`config.mk`:
```
export PLATFORM = sky130hd
export DESIGN_NAME = serial_regfile_engine_flat
export DESIGN_NICKNAME = d
export VERILOG_FILES = /design/src/rtl/serial_regfile_engine_if.sv /design/src/rtl/serial_regfile_engine.sv /design/src/flat_wrapper.sv
export SDC_FILE = /design/constraint.sdc
export NUM_CORES = 1
export LEC_CHECK = 0
export CAP_MARGIN = 10
export CORE_MARGIN = 10
export CORE_UTILIZATION = 29
export DETAILED_ROUTE_END_ITERATION = 8
export MAX_ROUTING_LAYER = met4
export PLACE_DENSITY = 0.46
export SLEW_MARGIN = 20
export SYNTH_ARGS = -nofsm -noshare
export SYNTH_HDL_FRONTEND = slang
export SYNTH_SLANG_ARGS = --single-unit
```
`constraint.sdc`:
```
create_clock -name clk -period 38.8 [get_ports clk]
set_input_delay 3.88 -clock clk [delete_from_list [all_inputs] [get_ports clk]]
set_output_delay 3.88 -clock clk [all_outputs]
set_load 0.05 [all_outputs]
```
`src/rtl/serial_regfile_engine_if.sv`:
```
// Handshake and data bundle between a core's sequencer-side logic and serial_regfile_engine.
// The master drives requests; the slave returns the digit stream, the done pulse and the assembled words.
interface serial_regfile_engine_if #(
  parameter int XLEN  = 32,
  parameter int DIGIT = 2,
  parameter int SELW  = 4
);
  logic              start;
  logic [1:0]        op;
  logic [SELW-1:0]   rs1_sel;
  logic [SELW-1:0]   rs2_sel;
  logic [SELW-1:0]   rd_sel;
  logic [XLEN-1:0]   wr_data;
  logic              busy;
  logic              digit_valid;
  logic [DIGIT-1:0]  rs1_digit;
  logic [DIGIT-1:0]  rs2_digit;
  logic              done;
  logic [XLEN-1:0]   rs1_word;
  logic [XLEN-1:0]   rs2_word;

  modport master (
    output start, op, rs1_sel, rs2_sel, rd_sel, wr_data,
    input  busy, digit_valid, rs1_digit, rs2_digit, done, rs1_word, rs2_word
  );

  modport slave (
    input  start, op, rs1_sel, rs2_sel, rd_sel, wr_data,
    output busy, digit_valid, rs1_digit, rs2_digit, done, rs1_word, rs2_word
  );
endinterface

```
`src/rtl/serial_regfile_engine.sv`:
```
// Digit-serial register file: one start streams rs1/rs2 out LSB-first over XLEN/DIGIT cycles,
// optionally rewriting rd in the same pass; assembled words are presented with the done pulse.
module serial_regfile_engine #(
  parameter int XLEN     = 32,
  parameter int DIGIT    = 2,
  parameter int NUM_REGS = 16,
  parameter int SELW     = $clog2(NUM_REGS)
) (
  input  logic                  clk,
  input  logic                  rst_n,
  serial_regfile_engine_if.slave bus
);

  localparam int N    = XLEN / DIGIT;
  localparam int CNTW = (N > 1) ? $clog2(N) : 1;

  typedef enum logic [1:0] {IDLE, XFER, DONE} state_t;

  state_t            state_q, state_d;
  logic [CNTW-1:0]   cnt_q;
  logic [1:0]        op_q;
  logic [SELW-1:0]   rs1_q, rs2_q, rd_q;
  logic [XLEN-1:0]   wdat_q;
  logic [XLEN-1:0]   regs [NUM_REGS];
  logic [XLEN-1:0]   rs1_word_q, rs2_word_q;
  logic              accept;
  logic              in_xfer;
  logic              wr_en;
  logic [DIGIT-1:0]  d1, d2;

  always_ff @(posedge clk) begin
    if (!rst_n) state_q <= IDLE;
    else        state_q <= state_d;
  end

  // DONE accepts start exactly like IDLE so passes can run back to back.
  always_comb begin
    state_d = state_q;
    accept  = 1'b0;
    case (state_q)
      IDLE, DONE: begin
        if (bus.start) begin
          accept  = 1'b1;
          state_d = XFER;
        end else begin
          state_d = IDLE;
        end
      end
      XFER: begin
        if (cnt_q == CNTW'(N - 1)) state_d = DONE;
      end
      default: state_d = IDLE;
    endcase
  end

  assign in_xfer = (state_q == XFER);
  assign wr_en   = op_q[1] && (rd_q != '0) && (int'(rd_q) < NUM_REGS);

  // Register 0 and out-of-range selects read as zero.
  always_comb begin
    d1 = '0;
    d2 = '0;
    if (rs1_q != '0 && int'(rs1_q) < NUM_REGS) d1 = regs[rs1_q][DIGIT-1:0];
    if (rs2_q != '0 && int'(rs2_q) < NUM_REGS) d2 = regs[rs2_q][DIGIT-1:0];
  end

  always_ff @(posedge clk) begin
    if (!rst_n) begin
      cnt_q  <= '0;
      op_q   <= '0;
      rs1_q  <= '0;
      rs2_q  <= '0;
      rd_q   <= '0;
      wdat_q <= '0;
    end else if (accept) begin
      cnt_q  <= '0;
      op_q   <= bus.op;
      rs1_q  <= bus.rs1_sel;
      rs2_q  <= bus.rs2_sel;
      rd_q   <= bus.rd_sel;
      wdat_q <= bus.wr_data;
    end else if (in_xfer) begin
      cnt_q  <= cnt_q + 1'b1;
      wdat_q <= {{DIGIT{1'b0}}, wdat_q[XLEN-1:DIGIT]};
    end
  end

  // Every register rotates each transfer cycle; rd takes the incoming write digit instead of its own LSB.
  always_ff @(posedge clk) begin
    if (!rst_n) begin
      for (int i = 0; i < NUM_REGS; i++) regs[i] <= '0;
    end else if (in_xfer) begin
      for (int i = 1; i < NUM_REGS; i++) begin
        if (wr_en && rd_q == SELW'(i))
          regs[i] <= {wdat_q[DIGIT-1:0], regs[i][XLEN-1:DIGIT]};
        else
          regs[i] <= {regs[i][DIGIT-1:0], regs[i][XLEN-1:DIGIT]};
      end
    end
  end

  always_ff @(posedge clk) begin
    if (!rst_n) begin
      rs1_word_q <= '0;
      rs2_word_q <= '0;
    end else if (in_xfer) begin
      rs1_word_q <= {d1, rs1_word_q[XLEN-1:DIGIT]};
      rs2_word_q <= {d2, rs2_word_q[XLEN-1:DIGIT]};
    end
  end

  assign bus.busy        = in_xfer;
  assign bus.digit_valid = in_xfer;
  assign bus.rs1_digit   = in_xfer ? d1 : '0;
  assign bus.rs2_digit   = in_xfer ? d2 : '0;
  assign bus.done        = (state_q == DONE);
  assign bus.rs1_word    = rs1_word_q;
  assign bus.rs2_word    = rs2_word_q;

endmodule

```
`src/flat_wrapper.sv`:
```
// flat-port wrapper written by rule: the top's interface ports become plain ports
module serial_regfile_engine_flat 
#(
  parameter int XLEN     = 32,
  parameter int DIGIT    = 2,
  parameter int NUM_REGS = 16,
  parameter int SELW     = $clog2(NUM_REGS)
)
  (clk, rst_n, bus_start, bus_op, bus_rs1_sel, bus_rs2_sel, bus_rd_sel, bus_wr_data, bus_busy, bus_digit_valid, bus_rs1_digit, bus_rs2_digit, bus_done, bus_rs1_word, bus_rs2_word);
  serial_regfile_engine_if #(.XLEN(XLEN), .DIGIT(DIGIT), .SELW(SELW)) bus_i ();
  input  logic clk;
  input  logic rst_n;
  input wire logic [$bits(bus_i.start)-1:0] bus_start;
  input wire logic [$bits(bus_i.op)-1:0] bus_op;
  input wire logic [$bits(bus_i.rs1_sel)-1:0] bus_rs1_sel;
  input wire logic [$bits(bus_i.rs2_sel)-1:0] bus_rs2_sel;
  input wire logic [$bits(bus_i.rd_sel)-1:0] bus_rd_sel;
  input wire logic [$bits(bus_i.wr_data)-1:0] bus_wr_data;
  output wire logic [$bits(bus_i.busy)-1:0] bus_busy;
  output wire logic [$bits(bus_i.digit_valid)-1:0] bus_digit_valid;
  output wire logic [$bits(bus_i.rs1_digit)-1:0] bus_rs1_digit;
  output wire logic [$bits(bus_i.rs2_digit)-1:0] bus_rs2_digit;
  output wire logic [$bits(bus_i.done)-1:0] bus_done;
  output wire logic [$bits(bus_i.rs1_word)-1:0] bus_rs1_word;
  output wire logic [$bits(bus_i.rs2_word)-1:0] bus_rs2_word;
  assign bus_i.start = bus_start;
  assign bus_i.op = bus_op;
  assign bus_i.rs1_sel = bus_rs1_sel;
  assign bus_i.rs2_sel = bus_rs2_sel;
  assign bus_i.rd_sel = bus_rd_sel;
  assign bus_i.wr_data = bus_wr_data;
  assign bus_busy = bus_i.busy;
  assign bus_digit_valid = bus_i.digit_valid;
  assign bus_rs1_digit = bus_i.rs1_digit;
  assign bus_rs2_digit = bus_i.rs2_digit;
  assign bus_done = bus_i.done;
  assign bus_rs1_word = bus_i.rs1_word;
  assign bus_rs2_word = bus_i.rs2_word;
  serial_regfile_engine #(.XLEN(XLEN), .DIGIT(DIGIT), .NUM_REGS(NUM_REGS), .SELW(SELW)) u_core (.clk(clk), .rst_n(rst_n), .bus(bus_i));
endmodule
```
Word-level counts from Yosys, hierarchy flattened

Memories as Yosys holds them, arrays and structs flattened. A register that Yosys moved wholly into a read port is not among the register bits.
Index checks and enable logic that the tools add are counted.

Add/sub/neg operators: 1
Reductions and logical operators: 23
Multiplexer cells: 166
Bitwise operators: 31
Equal/unequal tests: 19

Operators with widths:

| cell                | count |
|---|---|
| $mux 32             | 32 |
| $mux 1              | 124 |
| $eq 4x4->1 const B  | 9 |
| $or 1x1->1          | 30 |
| $eq 4x3->1 const B  | 4 |
| $logic_and 1x1->1   | 16 |
| $mux 4              | 4 |
| $reduce_bool 4->1   | 3 |
| $mux 2              | 5 |
| $eq 4x2->1 const B  | 2 |
| $add 4x1->4 const B | 1 |
| $eq 4x1->1 const B  | 1 |
| $pmux 2 s2          | 1 |
| $reduce_or 2->1     | 2 |
| $eq 2x1->1 const B  | 1 |
| $eq 2x2->1 const B  | 1 |
| $logic_not 2->1     | 1 |
| $ne 2x2->1 const B  | 1 |
| $reduce_bool 2->1   | 1 |
| $not 1->1           | 1 |

Register bits: 116
Bits in writable memories: 512
Memories: 1

Memories:

| name        | depth | width | rd ports | clocked after memory_dff | write ports | RTL line                    | text |
|---|---|---|---|---|---|---|---|
| u_core.regs | 16    | 32    | 17       | 2                        | 16          | serial_regfile_engine.sv:24 | `logic [XLEN-1:0] regs [NUM_REGS];` |

Logic depth before layout (Yosys ltp)

Gate-level depths: netlist of run 1.

Word-level depth: 9
Gate-level depth with buffers: 7
Mapped depth without buffers: 5

Worst setup path before layout of run 1

Ideal clock, no wire load.

Path kind: input to register
Start: input rst_n
End: memory u_core.regs[10][0] (enable)
Slack: 23,214 ps
Arrival: 12,153 ps
Setup time: 3,433 ps
Data required time: 35,367 ps
Stages: 3
Cell sequence: buf_2 > clkbuf_1 > nand2_1

RTL lines:

| element     | RTL line                    | text |
|---|---|---|
| from (decl) | flat_wrapper.sv:12          | `input logic rst_n;` |
| to (decl)   | serial_regfile_engine.sv:24 |  |

==> results.md, run 1 <==
- In the post-route analysis, the smallest setup slack over all paths is 31330 ps.
- The layer with the highest usage is met1.
- The synthesized netlist occupies a cell area of 23200 um^2.
- TritonCTS created 68 clock buffers.
- The worst-case IR drop observed on VDD is 0.0000276 V.
- The critical path class is in2reg.
- After the flow finishes, the layout carries non-filler instances totaling between 2k and 3k.
- The synthesized area per cell is 13.6 um^2.
- Sorting the synthesized cells by area gives the leading types as edfxtp_1, dfxtp_1, and3_1.
- Dividing the detail-routed via count by the number of cells gives 4.58.
- The reg-to-reg critical path startpoint is u_core.state_q[0]$_SDFFE_PN0P_.
- Of all nets on the critical path, the largest fanout is 134.
- The area share of the leading cell type in the synthesized netlist is 62.2%.
- The number of clock sinks is 603.
- Timing would allow up to 0.134 GHz.
- The total area inside the core boundary comes to 79100 um^2.
- The first global-routing pass estimated around 74 mm of wire.
- The cell depth of the worst setup path is 5.
- In this run, post-CTS hold repair placed 0 buffers.
- The worst register-to-register path has a setup slack of ~34000 ps.
- For this design, the slowest cell found on the critical path is buf_4.
- Power spread over the standard cell area amounts to 53.0 nW/um^2.
- The cell with the most instances after synthesis is edfxtp_1.
- The hold violation count in the final report is 0.
- The die width is 303 um.
- The netlist uses 46 different library cells.
- The worst hold path passes through 2 cells.
- The H-tree generated during clock tree synthesis spans 3 levels.
- The floorplan step set the die height to 303 um.
- The endpoint required time on the critical path is 39000 ps.
- The pin count of the biggest net entering global routing is 155.
- The die area is 91600 um^2.
- The first detailed-routing pass ran for 4 iterations.
- Hold timing on the final database bottoms out at a slack of ~450 ps.
- Setup repair after global routing left no endpoint under its margin.
- The synthesized design contains 480 enable-type register cells.
- The maximum clock path buffer count is 3.
- The worst setup path is captured at a flip-flop.
- The initial antenna violation count is 1.
- The nature of the critical path startpoint is an input pin.
- For this run, the post-layout net count is 1829.
- Among the stages of the critical path, the cell type that occurs most often is buf_4.
- The met3 capacity usage during global routing is under 10%.
- The critical path's largest stage delay is 920 ps.
- The worst-case setup slack after placement is 30580 ps.
- The number of global-route vias before repair is 12.8k.
- Buffers placed on the I/O ports in this run total 118.
- The met1 global-route usage is 15.0%.
- The buffers inserted during post-CTS setup optimization is 0.
- The commonest cells after synthesis are edfxtp_1, and3_1, nand2_1.
- The worst flop-to-flop path endpoint is u_core.regs[9][21]$_DFFE_PP_.
- The clock period minus worst slack is approximately 7500 ps.
- From synthesis to final layout, the design area changed by 17.9%.
- The final instance area is around 27000 um^2.
- The post-placement cell area is 25200 um^2.
- The final worst-path cycle share is 19.3%.
- Once detail routing completed, the nets flagged for antenna violations numbered 0.
- The critical path contains buffers and inverters numbering 4 combined.
- TritonCTS built the clock tree.
- Summed over all layers, the routed wires come to 47.5 mm.
- The effective utilization at floorplan is 29.3%.
- Gates resized during post-CTS repair numbered 0.
- The biggest area contributor in the post-synthesis netlist is edfxtp_1.
- The worst endpoint data arrival time is 7680 ps.
- Traced cell by cell, the critical path runs through buf_8, nand2_4, buf_4, buf_4, buf_4.
- Headroom to the max-slew limit came out at a little under a third.
- The setup-violating endpoint count in the final report is 0.
- The final routed wire length divided by cell count is ~17 um.
- Of the cells placed in the final design, the portion with a size suffix greater than 1 is between 6 and 7%.
- The count of standard-cell rows is 103.
- In this run the static leakage power is between 10 and 15 nW.
- At the end of routability-driven placement, the weighted congestion stood at 0.812.
- The DRC violation count after routing is 0.
- The total vias in the final route is 13.2k.
- The leftover overflow at the end of global routing is 0.
- The number of maximum-capacitance constraint violations is 0.
- The path type of the worst min-delay path is reg2reg.
- The global-route met2 utilization is 13.8%.
- The I/O pin count is between 100 and 150.
- The startpoint identified for the worst hold timing path is u_core.bus.rs2_word[1]$_SDFFE_PN0N_.
- The clock-pin slew of the registers on the worst-case setup and hold paths is 60 ps.
- The run finished with clean final reports.
- Synthesis produced a netlist whose cell count is 1710.
- The depth of the most critical reg-to-reg path is 6.
- The final max-slew violation count is 0.
- The cell family with the largest share of critical-path delay is buffers and inverters.
- For this run, asynchronously set or reset flops after synthesis account for 0%.
- For this run, the number of Yosys warnings is 0.
- The clock latency at the later pin of the worst-skew pair is 590 ps.
- Clock tree synthesis selected as its root buffer the cell clkbuf_16.
- The pin slew with the least headroom to its limit is 1040 ps.
- Counting every net in the synthesized netlist gives 1760.
- The flip-flop cell with the highest count after synthesis is edfxtp_1.
- The sequential element share of the synthesized area is between 70% and 80%.
- Summed over all nets, the half-perimeter wirelength after detailed placement is 26.4 mm.
- The overall global routing resource usage is 10.3%.
- Setup total negative slack on the finished layout was measured at 0 ps.
- Counting tap cells, the placed design contains a total of 2758 instances.
- The clock arrives with 21.2 ps of skew.
- The violation count after the first detailed-route iteration is between 1k and 1.5k.
- Counting flops and latches in the post-synthesis netlist gives 603.
- The worst hold path terminates at u_core.bus.rs2_word[1]$_SDFFE_PN0N_.
==> worst max path at each step <==
| stage | end | slack (ps) | start |
|---|---|---|---|
| 6_report | u_core.regs[9][21]$_DFFE_PP_ | 31330 | rst_n |
| 5_1_grt | u_core.regs[9][21]$_DFFE_PP_ | 30970 | rst_n |
| 4_1_cts | u_core.regs[9][21]$_DFFE_PP_ | 31220 | rst_n |
| 3_5_place_dp | u_core.regs[11][4]$_SDFFCE_PN0P_ | 30580 | rst_n |
| 3_3_place_gp | u_core.regs[9][28]$_DFFE_PP_ | 30680 | rst_n |
| 2_1_floorplan | u_core.regs[10][0]$_SDFFCE_PN0P_ | 23210 | rst_n |
==> tightest hold or removal path: stages (launching register included) <==
cell and delay, ps:
dfxtp_1 310, nand2_1 50, a21oi_1 50
==> power by group <==
group | internal, mW | switching (mW) | total (mW)
Sequential | 0.751 | 0.0158 | 0.767
Combinational | 0.0258 | 0.0522 | 0.0780
Clock | 0.352 | 0.251 | 0.602
==> sequential cells by signal, summed over array words and instances (netlist names), named ones only <==
register,flops
u_core.regs,480
u_core.wdat_q,32
u_core.bus.rs2_word,32
u_core.rd_q,4
u_core.bus.rs1_word,32
u_core.state_q,2
u_core.rs2_q,4
u_core.rs1_q,4
u_core.op_q,1
u_core.cnt_q,4
==> metrics by stage <==
stage | util [%] | power (mW)
3_3_place_gp | 31.9 | 0.858
6_report | 34.5 | 1.45
4_1_cts | 34.5 | 1.47
5_1_grt | 34.5 | 1.51
2_1_floorplan | - | 0.849
3_5_place_dp | 31.9 | 0.860
==> layer usage <==
| metal | wire, um | up-vias |
|---|---|---|
| met2 | 19400 | 265 |
| met5 | 0 | - |
| met4 | 1150 | 0 |
| met1 | 24600 | 6534 |
| li1 | - | 6303 |
| met3 | 2350 | 79 |
==> layout make-up <==
cell class,count,area [um^2]
antenna,2,5.00
sequential,603,16900
multi-input combinational,972,5710
tap,1050,1310
clock buffer,87,1820
timing repair buffer,132,1320
inverter,2,27.5
clock inverter,30,243
fill,7739,51800
==> cells in the final DEF, fill, tap and decap left out, drive strengths merged, types with 5 or more instances in the layout <==
| master | netlist | routed |
|---|---|---|
| a21oi | 90 | 90 |
| clkinv | 0 | 24 |
| nand2 | 227 | 227 |
| dfxtp | 123 | 123 |
| nor2 | 50 | 50 |
| mux4 | 8 | 8 |
| a311oi | 27 | 27 |
| nor3 | 5 | 5 |
| nor2b | 6 | 6 |
| o21ai | 13 | 13 |
| a22oi | 7 | 7 |
| nand3 | 10 | 10 |
| mux2 | 20 | 20 |
| edfxtp | 480 | 480 |
| clkdlybuf4s50 | 0 | 117 |
| buf | 28 | 15 |
| and3 | 270 | 270 |
| nand2b | 10 | 10 |
| inv | 2 | 5 |
| nand3b | 6 | 6 |
| clkbuf | 104 | 87 |
| mux2i | 18 | 18 |
| and2 | 184 | 184 |
==> logic make-up after synthesis <==
kind of cell    share of synthesized area [%]
compound gates                           3.81
mux                                      2.59
buf+inv                                  2.60
xor+xnor                                0.113
flops                                    72.8
simple gates                             18.0
fa+ha+maj                              0.0540
No activity file was read; power rests on OpenSTA's default activity.
==> inputs of run 2 (changes only) <==
==> constraint.sdc (replaced) <==
create_clock -name clk -period 7.7 [get_ports clk]
set_input_delay 0.77 -clock clk [delete_from_list [all_inputs] [get_ports clk]]
set_output_delay 0.77 -clock clk [all_outputs]
set_load 0.05 [all_outputs]
==> results.md, run 2 (synthesized netlist as in run 1, its figures left out) <==
- The run finished with clean final reports.
- VDD sags by at most 0.000117 V.
- STA classifies the critical path endpoint as a primary output.
- The final max-slew violation count was 0.
- u_core.regs holds more flip-flops than any other register.
- At the end of routability-driven placement, the weighted congestion stood at 0.790.
- The first global-routing pass estimated between 70 and 80 mm of wire.
- The maximum fanout along the worst path is 12.
- The post-detailed-placement half-perimeter wirelength is 26.2 mm.
- The final worst clock skew is around 22 ps.
- The number of global-route vias before repair came to 12.7k.
- On the final layout, the worst hold slack is ~460 ps.
- The nature of the critical path startpoint is a flip-flop.
- After routing, the total negative slack on setup checks comes to 0 ps.
- The pin count of the biggest net entering global routing is 197.
- The number of maximum-capacitance constraint violations is 0.
- The areal power density over the cells is approximately 270 nW/um^2.
- During I/O placement, the number of pins put on the boundary was 120.
- The count of buffers from port buffering is 118.
- The placed cell count is 2757.
- The finished layout holds slightly below 3k standard cells, fillers aside.
- The count of standard-cell rows is 103.
- Setup violations remaining at the end of the flow were counted as 0.
- The residual antenna-violating net count after detailed routing is 0.
- The first-pass iteration count of the detailed router is 4.
- The clock tree from TritonCTS is yes.
- For the worst-skew pair, the clock arrives at the later sink with an insertion delay of 590 ps.
- Clock tree synthesis inserted a total of 68 buffers.
- For this block, the via count after detailed routing is 13.2k.
- For this run, design rule violations remaining after detail routing come to 0.
- The die covers 91600 um^2.
- Of the cells placed in the final design, the portion with a size suffix greater than 1 is under 10%.
- Counting every sink on the clock net gives about 600.
- The normalized max-slew margin is 31.6%.
- The number of gates given a new drive strength after cts is 0.
- The maximum clock path buffer count is 3.
- The worst endpoint data arrival time is 3160 ps.
- The final worst-path cycle share is 51.1%.
- The clock-pin slew of the registers on the worst-case setup and hold paths is about 60 ps.
- Once layout is complete, the utilization of the core stands at ~35%.
- Relative to the synthesized area, the layout overhead comes to 18.3%.
- The static leakage is 10.6 nW.
- The wire length after detailed routing is 47.8 mm.
- Based on the critical path, the design can be clocked at up to 0.254 GHz.
- Global routing consumed, over all layers together, 10.4% of the routing resources.
- Buffers inserted to repair hold after CTS numbered 0.
- The final instance area is 27400 um^2.
- Setup repair after global routing left no endpoint under its margin.
- The die width is slightly above 300 um.
- After the last flow step, the layout net total stands at around 1.8k.
- Summing all placed instances gives a cell area of 25200 um^2.
- The area of the core region is 79100 um^2.
- The clock period could shrink to 3930 ps.
- The root buffer cell is clkbuf_16.
- The path type of the worst min-delay path is reg2reg.
- The initial antenna violation count is 3.
- The leftover overflow at the end of global routing is 0.
- For this configuration, the core starts out at a cell density of 29.3%.
- The detailed-route vias per instance is 4.57.
- The most common cell after layout, fill and taps aside is edfxtp_1.
- The endpoint required time on the critical path is 6930 ps.
- The register with the most flip-flops in the layout has 480 of them.
- From bottom edge to top edge, the die measures between 300 and 400 um.
- The critical path class is reg2out.
- The first routing iteration left 987 violations.
- CTS built an H-tree with a depth of 3.
- The hold violation count in the final report is 0.
- After clock tree synthesis, the setup repair step added 0 buffers.
- In the layout the commonest cells are edfxtp_1, and3_1, nand2_1.
- The pin slew with the least headroom to its limit is 1030 ps.
- The final routed wire length divided by cell count is 16.6 um.
-- run 2: final timing paths --
kind                                  start                           endpoint  slack, ps  cells after the start
max                               flip-flop                   bus_rs2_digit[1]       3770                      5
min           u_core.wdat_q[6]$_SDFFE_PN0P_      u_core.wdat_q[6]$_SDFFE_PN0P_        460                      2
max reg2reg  u_core.state_q[0]$_SDFFE_PN0P_  u_core.regs[14][28]$_SDFFCE_PN0P_       4710                      4
min reg2reg   u_core.wdat_q[6]$_SDFFE_PN0P_      u_core.wdat_q[6]$_SDFFE_PN0P_        460                      2
-- run 2: area by class of cell --
| type | instances | area, um^2 |
|---|---|---|
| clock inverter | 37 | 289 |
| inverter | 2 | 27.5 |
| multi-input combinational | 972 | 5720 |
| fill | 7750 | 51700 |
| antenna | 2 | 5.00 |
| tap | 1050 | 1310 |
| sequential | 603 | 16900 |
| timing repair buffer | 130 | 1310 |
| clock buffer | 88 | 1870 |
-- run 2: routing by layer --
layer | global-route usage (%) | wire length (um) | share of wire (%) | vias to the layer above
li1 | - | - | - | 6303
met3 | 2.23 | 2610 | 5.5 | 88
met1 | 14.9 | 24200 | 51 | 6533
met4 | 3.68 | 1140 | 2.4 | 0
met5 | - | 0 | 0 | -
met2 | 14.3 | 19800 | 41 | 261
-- run 2: worst max-delay path: stages, from the launching register on --
cell             delay [ps]
dfxtp_1                 730
mux4_1                  620
mux2_4                  300
nand2_1                  90
a21oi_1                  70
clkdlybuf4s50_1         750
-- run 2: per-stage QoR --
stage                     worst slack, ps  total power [mW]
after floorplan                       100              4.23
after global placement               4370              4.33
after detailed placement             4340              4.33
after CTS                            3700              7.53
after global routing                 3580              7.71
final                                3770              7.39
-- run 2: power by group --
part / total (mW) / internal (mW) / switching (mW)
Combinational: 0.392 / 0.130 / 0.262
Clock: 3.14 / 1.83 / 1.31
Sequential: 3.87 / 3.79 / 0.0810
Total: 7.39 / 5.74 / 1.65
==> inputs of run 3 (changes only) <==
==> constraint.sdc (replaced) <==
create_clock -name clk -period 3.8 [get_ports clk]
set_input_delay 0.38 -clock clk [delete_from_list [all_inputs] [get_ports clk]]
set_output_delay 0.38 -clock clk [all_outputs]
set_load 0.05 [all_outputs]
==> results.md, run 3 (synthesized netlist as in run 1, its figures left out) <==
- The clock passes through at most 3 buffers.
- Traced cell by cell, the critical path runs through nand2b_4, inv_8, clkdlybuf4s50_1.
- The worst register-to-register path ends at u_core.cnt_q[2]$_SDFFE_PP0N_.
- At the end of the flow, the number of nets in the layout was approximately 1.8k.
- Clock tree synthesis found a total of 603 sinks.
- Of all nets on the critical path, the largest fanout is 93.
- Setup violations remaining at the end of the flow were counted as 0.
- Summing all flip-flop and latch instances after layout gives 16900 um^2.
- The buffers inserted during post-CTS setup optimization is 0.
- The region available for standard cell placement spans 79100 um^2.
- The normalized max-slew margin is between 40 and 50%.
- The floorplan step defined a die boundary enclosing 91600 um^2.
- The number of CTS-inserted buffers is about 60.
- After detailed routing, the average wire length per cell comes to 16.4 um.
- Of the available clock period, the critical path in the final layout requires 84.3%.
- Relative to the synthesized area, the layout overhead comes to 17.4%.
- The H-tree depth is 2.
- The cell sitting at the root of the clock tree is a clkbuf_16.
- The area taken by multi-input logic gates is 5730 um^2.
- In this run, post-CTS hold repair placed 0 buffers.
- STA classifies the critical path endpoint as a primary output.
- Entering global routing, the biggest net connects 210 pins.
- The setup total negative slack is 0 ps.
- The largest single stage delay on the critical path is 920 ps.
- TritonCTS built the clock tree.
- The library cell contributing the largest single delay on the critical path is clkdlybuf4s50_1.
- The number of global-route vias before repair is 12.7k.
- The maximum clock rate is approximately 0.31 GHz.
- The effective utilization at floorplan is 29.3%.
- The areal power density over the cells is between 500 and 600 nW/um^2.
- The endpoint required time on the critical path is 3420 ps.
- The reg-to-reg setup timing slack is 1360 ps.
- The first-pass iteration count of the detailed router is 5.
- The I/O pin count is 120.
- The placer congestion estimate is approximately 0.8.
- The maximum ir drop on the vdd rail is 0.000344 V.
- After filler insertion, the fill cell instance count of the layout stands at 7764.
- The wire length of the first global-routing pass is 74.5 mm.
- Cells with a size suffix above 1 make up 6.90% of the layout.
- The vertical die dimension is 303 um.
- The depth of the most critical reg-to-reg path is 6.
- The register name with the most flops is u_core.regs.
- The detailed router finished its first iteration with about 1.0k violations.
- The clock-pin slew of the registers on the worst-case setup and hold paths is about 60 ps.
- Between clock sinks in the finished design, the worst skew comes to around 22 ps.
- The floorplan has 103 rows.
- The total vias in the final route is around 13k.
- The DRC violation count after routing is 0.
- Port buffering added 118 buffers.
- The hold violation count in the final report is 0.
- STA puts the critical path data arrival time at 2820 ps.
- The initial antenna violation count is 2.
- The total overflow left after global routing is 0.
- The number of flip-flops under the largest register name is 480.
- The final max-slew violation count was 0.
- Once detail routing completed, the nets flagged for antenna violations numbered 0.
- The clock period minus worst slack is 3200 ps.
- The static leakage is 10.5 nW.
- The run finished with clean final reports.
- By startpoint and endpoint, the worst setup path is classified as reg2out.
- Global routing consumed, over all layers together, 10.3% of the routing resources.
- Dividing the detail-routed via count by the number of cells gives 4.56.
- The reg-to-reg critical path startpoint is u_core.state_q[0]$_SDFFE_PN0P_.
- Measured along the x axis, the die boundary spans about 300 um.
- The tightest min-delay check is of the in2reg type.
- The library cells used most frequently in the layout, excluding fill and tap cells, are edfxtp_1, and3_1, nand2_1.
- Setup repair after global routing left no endpoint under its margin.
- The final core area utilization is about a third.
- Wires add up to 47.3 mm.
- The number of maximum-capacitance constraint violations is 0.
- The later pin in the worst-skew pair is clocked with a latency of 620 ps.
- The nature of the critical path startpoint is a flip-flop.
- Tracing the worst setup path back leads to its startpoint at u_core.state_q[0]$_SDFFE_PN0P_.
- The library cell used most frequently in the layout, excluding fill and tap cells, is edfxtp_1.
- The pin slew with the least headroom to its limit is 878 ps.
- The number of gates given a new drive strength after cts is 0.
- The post-detailed-placement half-perimeter wirelength is 26.5 mm.
- The most critical setup path has its endpoint at bus_busy.
-- run 3: worst min path at each step --
stage / cells after the start / slack [ps] / to / from
after floorplan: 2 / 440 / u_core.wdat_q[31]$_SDFFE_PN0P_ / u_core.wdat_q[31]$_SDFFE_PN0P_
after global placement: 2 / 450 / u_core.bus.rs2_word[1]$_SDFFE_PN0N_ / u_core.bus.rs2_word[1]$_SDFFE_PN0N_
after detailed placement: 2 / 450 / u_core.bus.rs2_word[0]$_SDFFE_PN0N_ / u_core.bus.rs2_word[0]$_SDFFE_PN0N_
after CTS: 3 / 280 / u_core.wdat_q[31]$_SDFFE_PN0P_ / bus_wr_data[31]
after global routing: 3 / 330 / u_core.wdat_q[31]$_SDFFE_PN0P_ / bus_wr_data[31]
final: 3 / 330 / u_core.wdat_q[31]$_SDFFE_PN0P_ / bus_wr_data[31]
-- run 3: metrics by stage --
step | cells | cell area [um^2] | setup slack (ps) | power [mW] | hold WS, ps
floorplan | 1710 | 23200 | 490 | 8.50 | 437
global placement | 2763 | 25400 | 1200 | 8.78 | 447
detailed placement | 2763 | 25400 | 1180 | 8.79 | 448
CTS | 2876 | 27200 | 495 | 14.5 | 279
global route | 2877 | 27200 | 373 | 14.9 | 325
finish | 2877 | 27200 | 598 | 14.3 | 327
-- run 3: final cells by class --
class,count,area share (%)
Tap cell,1050,4.83
Timing Repair Buffer,136,5.20
Clock buffer,88,6.37
Multi-Input combinational cell,972,21.0
Sequential cell,603,62.0
Clock inverter,25,0.441
Inverter,2,0.101
Antenna cell,1,0.00919
-- run 3: per-layer routing --
layer | GRT usage [%] | wire, um | share of wire, % | up-vias
met5 | - | 0 | 0 | -
met4 | 3.14 | 1150 | 2.4 | 0
met3 | 2.24 | 2520 | 5.3 | 86
met2 | 14.1 | 19600 | 41 | 241
met1 | 15.0 | 24000 | 51 | 6496
li1 | - | - | - | 6288
-- run 3: power breakdown --
part	internal [mW]	switching, mW	leakage (nW)	total [mW]
Clock	3.15	2.50	0.916	5.65
Sequential	7.66	0.158	6.12	7.82
Combinational	0.282	0.536	3.46	0.818
-- run 3: worst max-delay path: cells and delay by family (launching register included) --
kind / cells / cell delay [ps]
flip-flops: 1 / 420
buffers and inverters: 2 / 1410
AND/OR/NAND/NOR: 1 / 360
==> RTL edit 1, RTL diff (settings of run 2) <==
Re-encode `state_t` (3 states) as one-hot, 3 bits wide.
--- a/src/rtl/serial_regfile_engine.sv
+++ b/src/rtl/serial_regfile_engine.sv
@@ -16,3 +16,3 @@
 
-  typedef enum logic [1:0] {IDLE, XFER, DONE} state_t;
+  typedef enum logic [2:0] {IDLE = 3'b001, XFER = 3'b010, DONE = 3'b100} state_t;
 
Function: same outputs for any inputs over 4 cycles, from zero or initial values and one cycle with rst_n low; so few cycles prove little.
==> RTL edit 1 against run 2 <==
Sequential cell count is 1 higher. Highest routed layer unchanged. Global-route usage hardly changed. Sequential power is 3% lower. Worst setup slack worse by 480 ps. Final area hardly changed. Routed wire length is 0.68% lower. Register-to-register slack worse by 810 ps. Clock skew is 8.0 ps lower. Synthesized area is 0.23% lower. Total power is 2.2% lower. Maximum frequency is 11% lower. Clock power is 2% higher. Largest power group unchanged.
==> RTL edit 1: results (changes against run 2) <==
run_status:
  status: "finished clean"  # unchanged
clocking:
  cts_sinks: 604  # was 603
  cts_buffers: 67  # was 68
final_layout:
  final_area_um2: 27400  # was 27,410 um^2
  buf_share: 0.04803  # was 0.04761
  multi_input_area_um2: 5658  # was 5723 um^2
  areaGrowthSynthToFinish_pct: 18.53  # was 18.28%
  fin_nets: 1805  # was 1,827
  antennaDiodeCount: 4  # was 2
  n_fill_cell: 7667  # was 7,750
  seq_share: 0.6166  # was 0.6157
  n_clock_buffer: 87  # was 88
  clk_share: 0.08004  # was 0.07879
  drive_gt1_frac: 0.07697  # was 0.07205
grt:
  met3_usage: 0.03002  # was 0.02231
  grt_use_met1: 0.1551  # was 0.1493
  grt_antenna_before_repair: 5  # was 3
  grtUsageTotal: 0.1045  # was 0.1041
  grt_max_degree: 182  # was 197
  grt_use_met2: 0.1338  # was 0.1427
  grt_pass1_vias: 12440  # was 12,720
  grt_pass1_wl_mm: 73.97  # was 74.58 mm
route:
  met2_length_mm: 19.00  # was 19.82 mm
  wl_met3_mm: 3.066  # was 2.608 mm
  drt_iter0_markers: 1068  # was 987
  wl_mm: 47.48  # was 47.80 mm
  first_pass_iters: 5  # was 4
  wl_met1_mm: 24.38  # was 24.23 mm
  top_layer: "met4"  # unchanged
  wl_per_cell_um: 16.60  # was 16.57 um
critical_path:
  crit_family: "buffers and inverters"  # was multiplexers
  worstPathArrival_ps: 3640  # was 3160 ps
  critical_path.max_fanout: 171  # was 12
  r2r-start: "u_core.state_q[1]"  # was u_core.state_q[0]
  reg2reg_to: "u_core.regs[12][31]"  # was u_core.regs[14][28]
  reg2reg_depth: 6  # was 4
  slowest_delay_ps: 940  # was 750 ps
  r2r_setup_slack_ps: 3900  # was 4710 ps
synthesis:
  syn_avg_cell_area_um2: 13.73  # was 13.55 um^2
  synthXorXnorAreaFrac: 0.001515  # was 0.001134
  ys_seq_area_frac: 0.7308  # was 0.7283
  synthAdderAreaFrac: 0.0005412  # was 0.0005399
  synth_mux_area_frac: 0.02533  # was 0.02592
  synth-compound-area-share: 0.04351  # was 0.03812
  synthesis.nets: 1734  # was 1,760
  yosys-top-cells-count: "480 x edfxtp_1, 270 x and3_1, 204 x nand2_1"  # was 480 x edfxtp_1, 270 x and3_1, 227 x nand2_1
  yosys-top-cells-area: "edfxtp_1 62%, dfxtp_1 11%, and3_1 7.3%"  # unchanged
sta:
  slew_headroom: 0.3063  # was 0.3157
  skew_ps: 13.63  # was 21.66 ps
  tns_ps: 0  # unchanged
hold_path:
  hold_start: "u_core.bus.rs2_word[1]"  # was u_core.wdat_q[6]
  hold_path_end: "u_core.bus.rs2_word[1]"  # was u_core.wdat_q[6]
placed_design:
  dp_hpwl_mm: 26.42  # was 26.18 mm
  gp_congestion: 0.7900  # was 0.7897
  post-place-ws_ps: 3873  # was 4342 ps
  placed_cell_area_um2: 25190  # was 25,240 um^2
power_and_ir_drop:
  peakVddDrop_v: 0.0001309  # was 0.0001169 V
  power.leakage_nw: 10.42  # was 10.59 nW
-- RTL edit 1: cell types whose count changed after synthesis, sizes merged, moves of 2 or more --
cell    delta
nand2     -23
clkbuf    -10
and2b      -2
buf        +6
a311oi    -25
nand3      +2
nand2b     -2
a22oi     +25
a21oi     +27
nor2      -26
nor3       -2
-- RTL edit 1: power groups by stage --
stage	Clock [mW]	Sequential (mW)	Combinational [mW]
2_1_floorplan	0	3.81	0.204
3_3_place_gp	0	3.82	0.282
3_5_place_dp	0	3.82	0.289
4_1_cts	3.30	3.76	0.291
5_1_grt	3.43	3.77	0.318
6_report	3.19	3.75	0.284
-- RTL edit 1: worst max-delay path by stage --
stage               slack (ps)  cells after the start                   to
floorplan                 2650                      4   u_core.regs[10][0]
global placement          3890                      6  u_core.regs[12][31]
detailed placement        3870                      6  u_core.regs[12][31]
CTS                       3260                      4             bus_busy
global route              3060                      5     bus_rs1_digit[1]
finish                    3290                      5     bus_rs1_digit[1]
==> RTL edit 2, RTL diff (config.mk and constraints of run 2) <==
Made on the original files. `DIGIT` is set to 2 in 3 places; all go to 4.
--- a/src/rtl/serial_regfile_engine_if.sv
+++ b/src/rtl/serial_regfile_engine_if.sv
@@ -4,3 +4,3 @@
   parameter int XLEN  = 32,
-  parameter int DIGIT = 2,
+  parameter int DIGIT = 4,
   parameter int SELW  = 4
--- a/src/rtl/serial_regfile_engine.sv
+++ b/src/rtl/serial_regfile_engine.sv
@@ -4,3 +4,3 @@
   parameter int XLEN     = 32,
-  parameter int DIGIT    = 2,
+  parameter int DIGIT    = 4,
   parameter int NUM_REGS = 16,
--- a/src/flat_wrapper.sv
+++ b/src/flat_wrapper.sv
@@ -4,3 +4,3 @@
   parameter int XLEN     = 32,
-  parameter int DIGIT    = 2,
+  parameter int DIGIT    = 4,
   parameter int NUM_REGS = 16,
Ports: changed (resized bus_rs1_digit and bus_rs2_digit); port bits go from 120 to 124. The function was not compared with the original's and may differ.
==> RTL edit 2 against run 2 <==
Count of clock-buffer cells in the layout fell by 9. Worst setup slack worse by 280 ps. Synthesized cell count increased by 3.6%. Total power is 2.9% lower. Synthesized area up 2.7%. Routed wire length up 17%. Die area is 2.5% higher. Sequential cell count shrank 1. Sequential share of layout area fell by 1.2 points. Final area is 1.8% higher. Critical endpoint unchanged. Largest power group unchanged.
==> RTL edit 2: results (changes against run 2) <==
synthesis:
  yosys-top-cells-area: "edfxtp_1 61%, dfxtp_1 10%, and3_1 6.9%"  # was edfxtp_1 62%, dfxtp_1 11%, and3_1 7.3%
  ys_types: 35  # was 46
  synth-edff-count: 480  # unchanged
  synthArstFlopShare: 0  # unchanged
  yosys-top-cells-count: "480 x edfxtp_1, 261 x and3_1, 215 x nand2_1"  # was 480 x edfxtp_1, 270 x and3_1, 227 x nand2_1
  synth.yosys.warnings: 0  # unchanged
  synthesis.nets: 1822  # was 1,760
  ys_seq_area_frac: 0.7085  # was 0.7283
placed_design:
  dp_hpwl_mm: 33.50  # was 26.18 mm
  gp_congestion: 0.8407  # was 0.7897
  port-buffer-count: 122  # was 118
  post-place-ws_ps: 3752  # was 4342 ps
clocking:
  htree_num_levels: 2  # was 3
  path_clk_slew_ps: 60  # about the same
  post_cts_resized: 0  # unchanged
  post_cts_buffers: 0  # unchanged
  cts_buffer_depth: 3  # unchanged
  cts_buffers: 60  # was 68
  clk-insertion-delay-late_ps: 630  # was 590 ps
  root_buffer: "clkbuf_16"  # unchanged
critical_path:
  critical_path.max_fanout: 22  # was 12
  crit_family: "buffers and inverters"  # was multiplexers
  worstPathArrival_ps: 3440  # was 3160 ps
  reg2reg_depth: 6  # was 4
  slowest_delay_ps: 940  # was 750 ps
  slowest_stage: "clkdlybuf4s50_1"  # unchanged
hold_path:
  hold_path_depth: 2  # unchanged
  hp-class: "register to register"  # unchanged
route:
  drt_iter0_markers: 1141  # was 987
  wl_mm: 55.80  # was 47.80 mm
  first_pass_iters: 5  # was 4
  viasPerCell: 4.735  # was 4.572
power_and_ir_drop:
  power.leakage_nw: 10.73  # was 10.59 nW
  peakVddDrop_v: 0.0001634  # was 0.0001169 V
grt:
  grt_pass1_vias: 13240  # was 12,720
  grt_max_degree: 211  # was 197
  grtUsageTotal: 0.1173  # was 0.1041
  grt_pass1_wl_mm: 84.26  # was 74.58 mm
  grt_antenna_before_repair: 5  # was 3
final_layout:
  largest_reg_flops: 480  # unchanged
  fin_nets: 1883  # was 1,827
  top_register: "u_core.regs"  # unchanged
  drive_gt1_frac: 0.08515  # was 0.07205
sta:
  skew_ps: 35.79  # was 21.66 ps
  slew_headroom: 0.1815  # was 0.3157
run_status:
  status: "finished clean"  # unchanged
RTL edit 2: worst min-delay path, cell delays in order, from the launching register on:
cell     delay, ps
dfxtp_1        310
nand2_1         50
a21oi_1         50
RTL edit 2: kinds of logic after synthesis:
kind of cell / count (synthesis) / share of synthesized area
mux: 96 / 0.05169
compound gates: 171 / 0.04475
simple gates: 756 / 0.1703
buf+inv: 143 / 0.02335
fa+ha+maj: 2 / 0.001052
xor+xnor: 1 / 0.0003682
flops: 602 / 0.7085
RTL edit 2: final cells by class:
| type | count | area (um^2) |
|---|---|---|
| antenna | 4 | 10.01 |
| clock buffer | 79 | 1665 |
| clock inverter | 30 | 216.5 |
| fill | 7930 | 53020 |
| inverter | 4 | 31.28 |
| multi-input combinational | 1026 | 6406 |
| sequential | 602 | 16860 |
| tap | 1060 | 1326 |
| timing repair buffer | 138 | 1404 |
RTL edit 2: power breakdown:
part | total [mW] | internal (mW) | switching (mW)
clock network | 2.84 | 1.61 | 1.23
registers | 3.89 | 3.78 | 0.107
logic | 0.454 | 0.161 | 0.294
total | 7.18 | 5.55 | 1.63
RTL edit 2: final timing paths:
check,startpoint,to,slack [ps]
max,register,bus_rs2_digit[1],3490
min,u_core.bus.rs1_word[1],u_core.bus.rs1_word[1],450
max reg2reg,u_core.state_q[0],u_core.regs[12][22],5070
min reg2reg,u_core.bus.rs1_word[1],u_core.bus.rs1_word[1],450
RTL edit 2: routing by layer:
metal / up-vias / wire (um) / GRT usage / share of wire
li1: 6560 / - / - / -
met2: 338 / 23300 / 0.1619 / 0.42
met4: 0 / 1272 / 0.03364 / 0.023
met5: - / 0 / - / 0
met1: 6954 / 27990 / 0.1670 / 0.50
met3: 82 / 3239 / 0.02957 / 0.058
RTL edit 2: per-stage QoR:
step / std cells / instance area, um^2 / util / hold WS [ps] / total power, mW
2_1_floorplan: 1771 / 23830 / - / 436.6 / 4.266
6_report: 2943 / 27920 / 0.3449 / 453.5 / 7.181
4_1_cts: 2937 / 27860 / 0.3442 / 455.5 / 7.285
3_5_place_dp: 2828 / 25980 / 0.3209 / 446.6 / 4.413
3_3_place_gp: 2828 / 25970 / 0.3209 / 441.4 / 4.402
5_1_grt: 2943 / 27920 / 0.3449 / 480.3 / 7.473
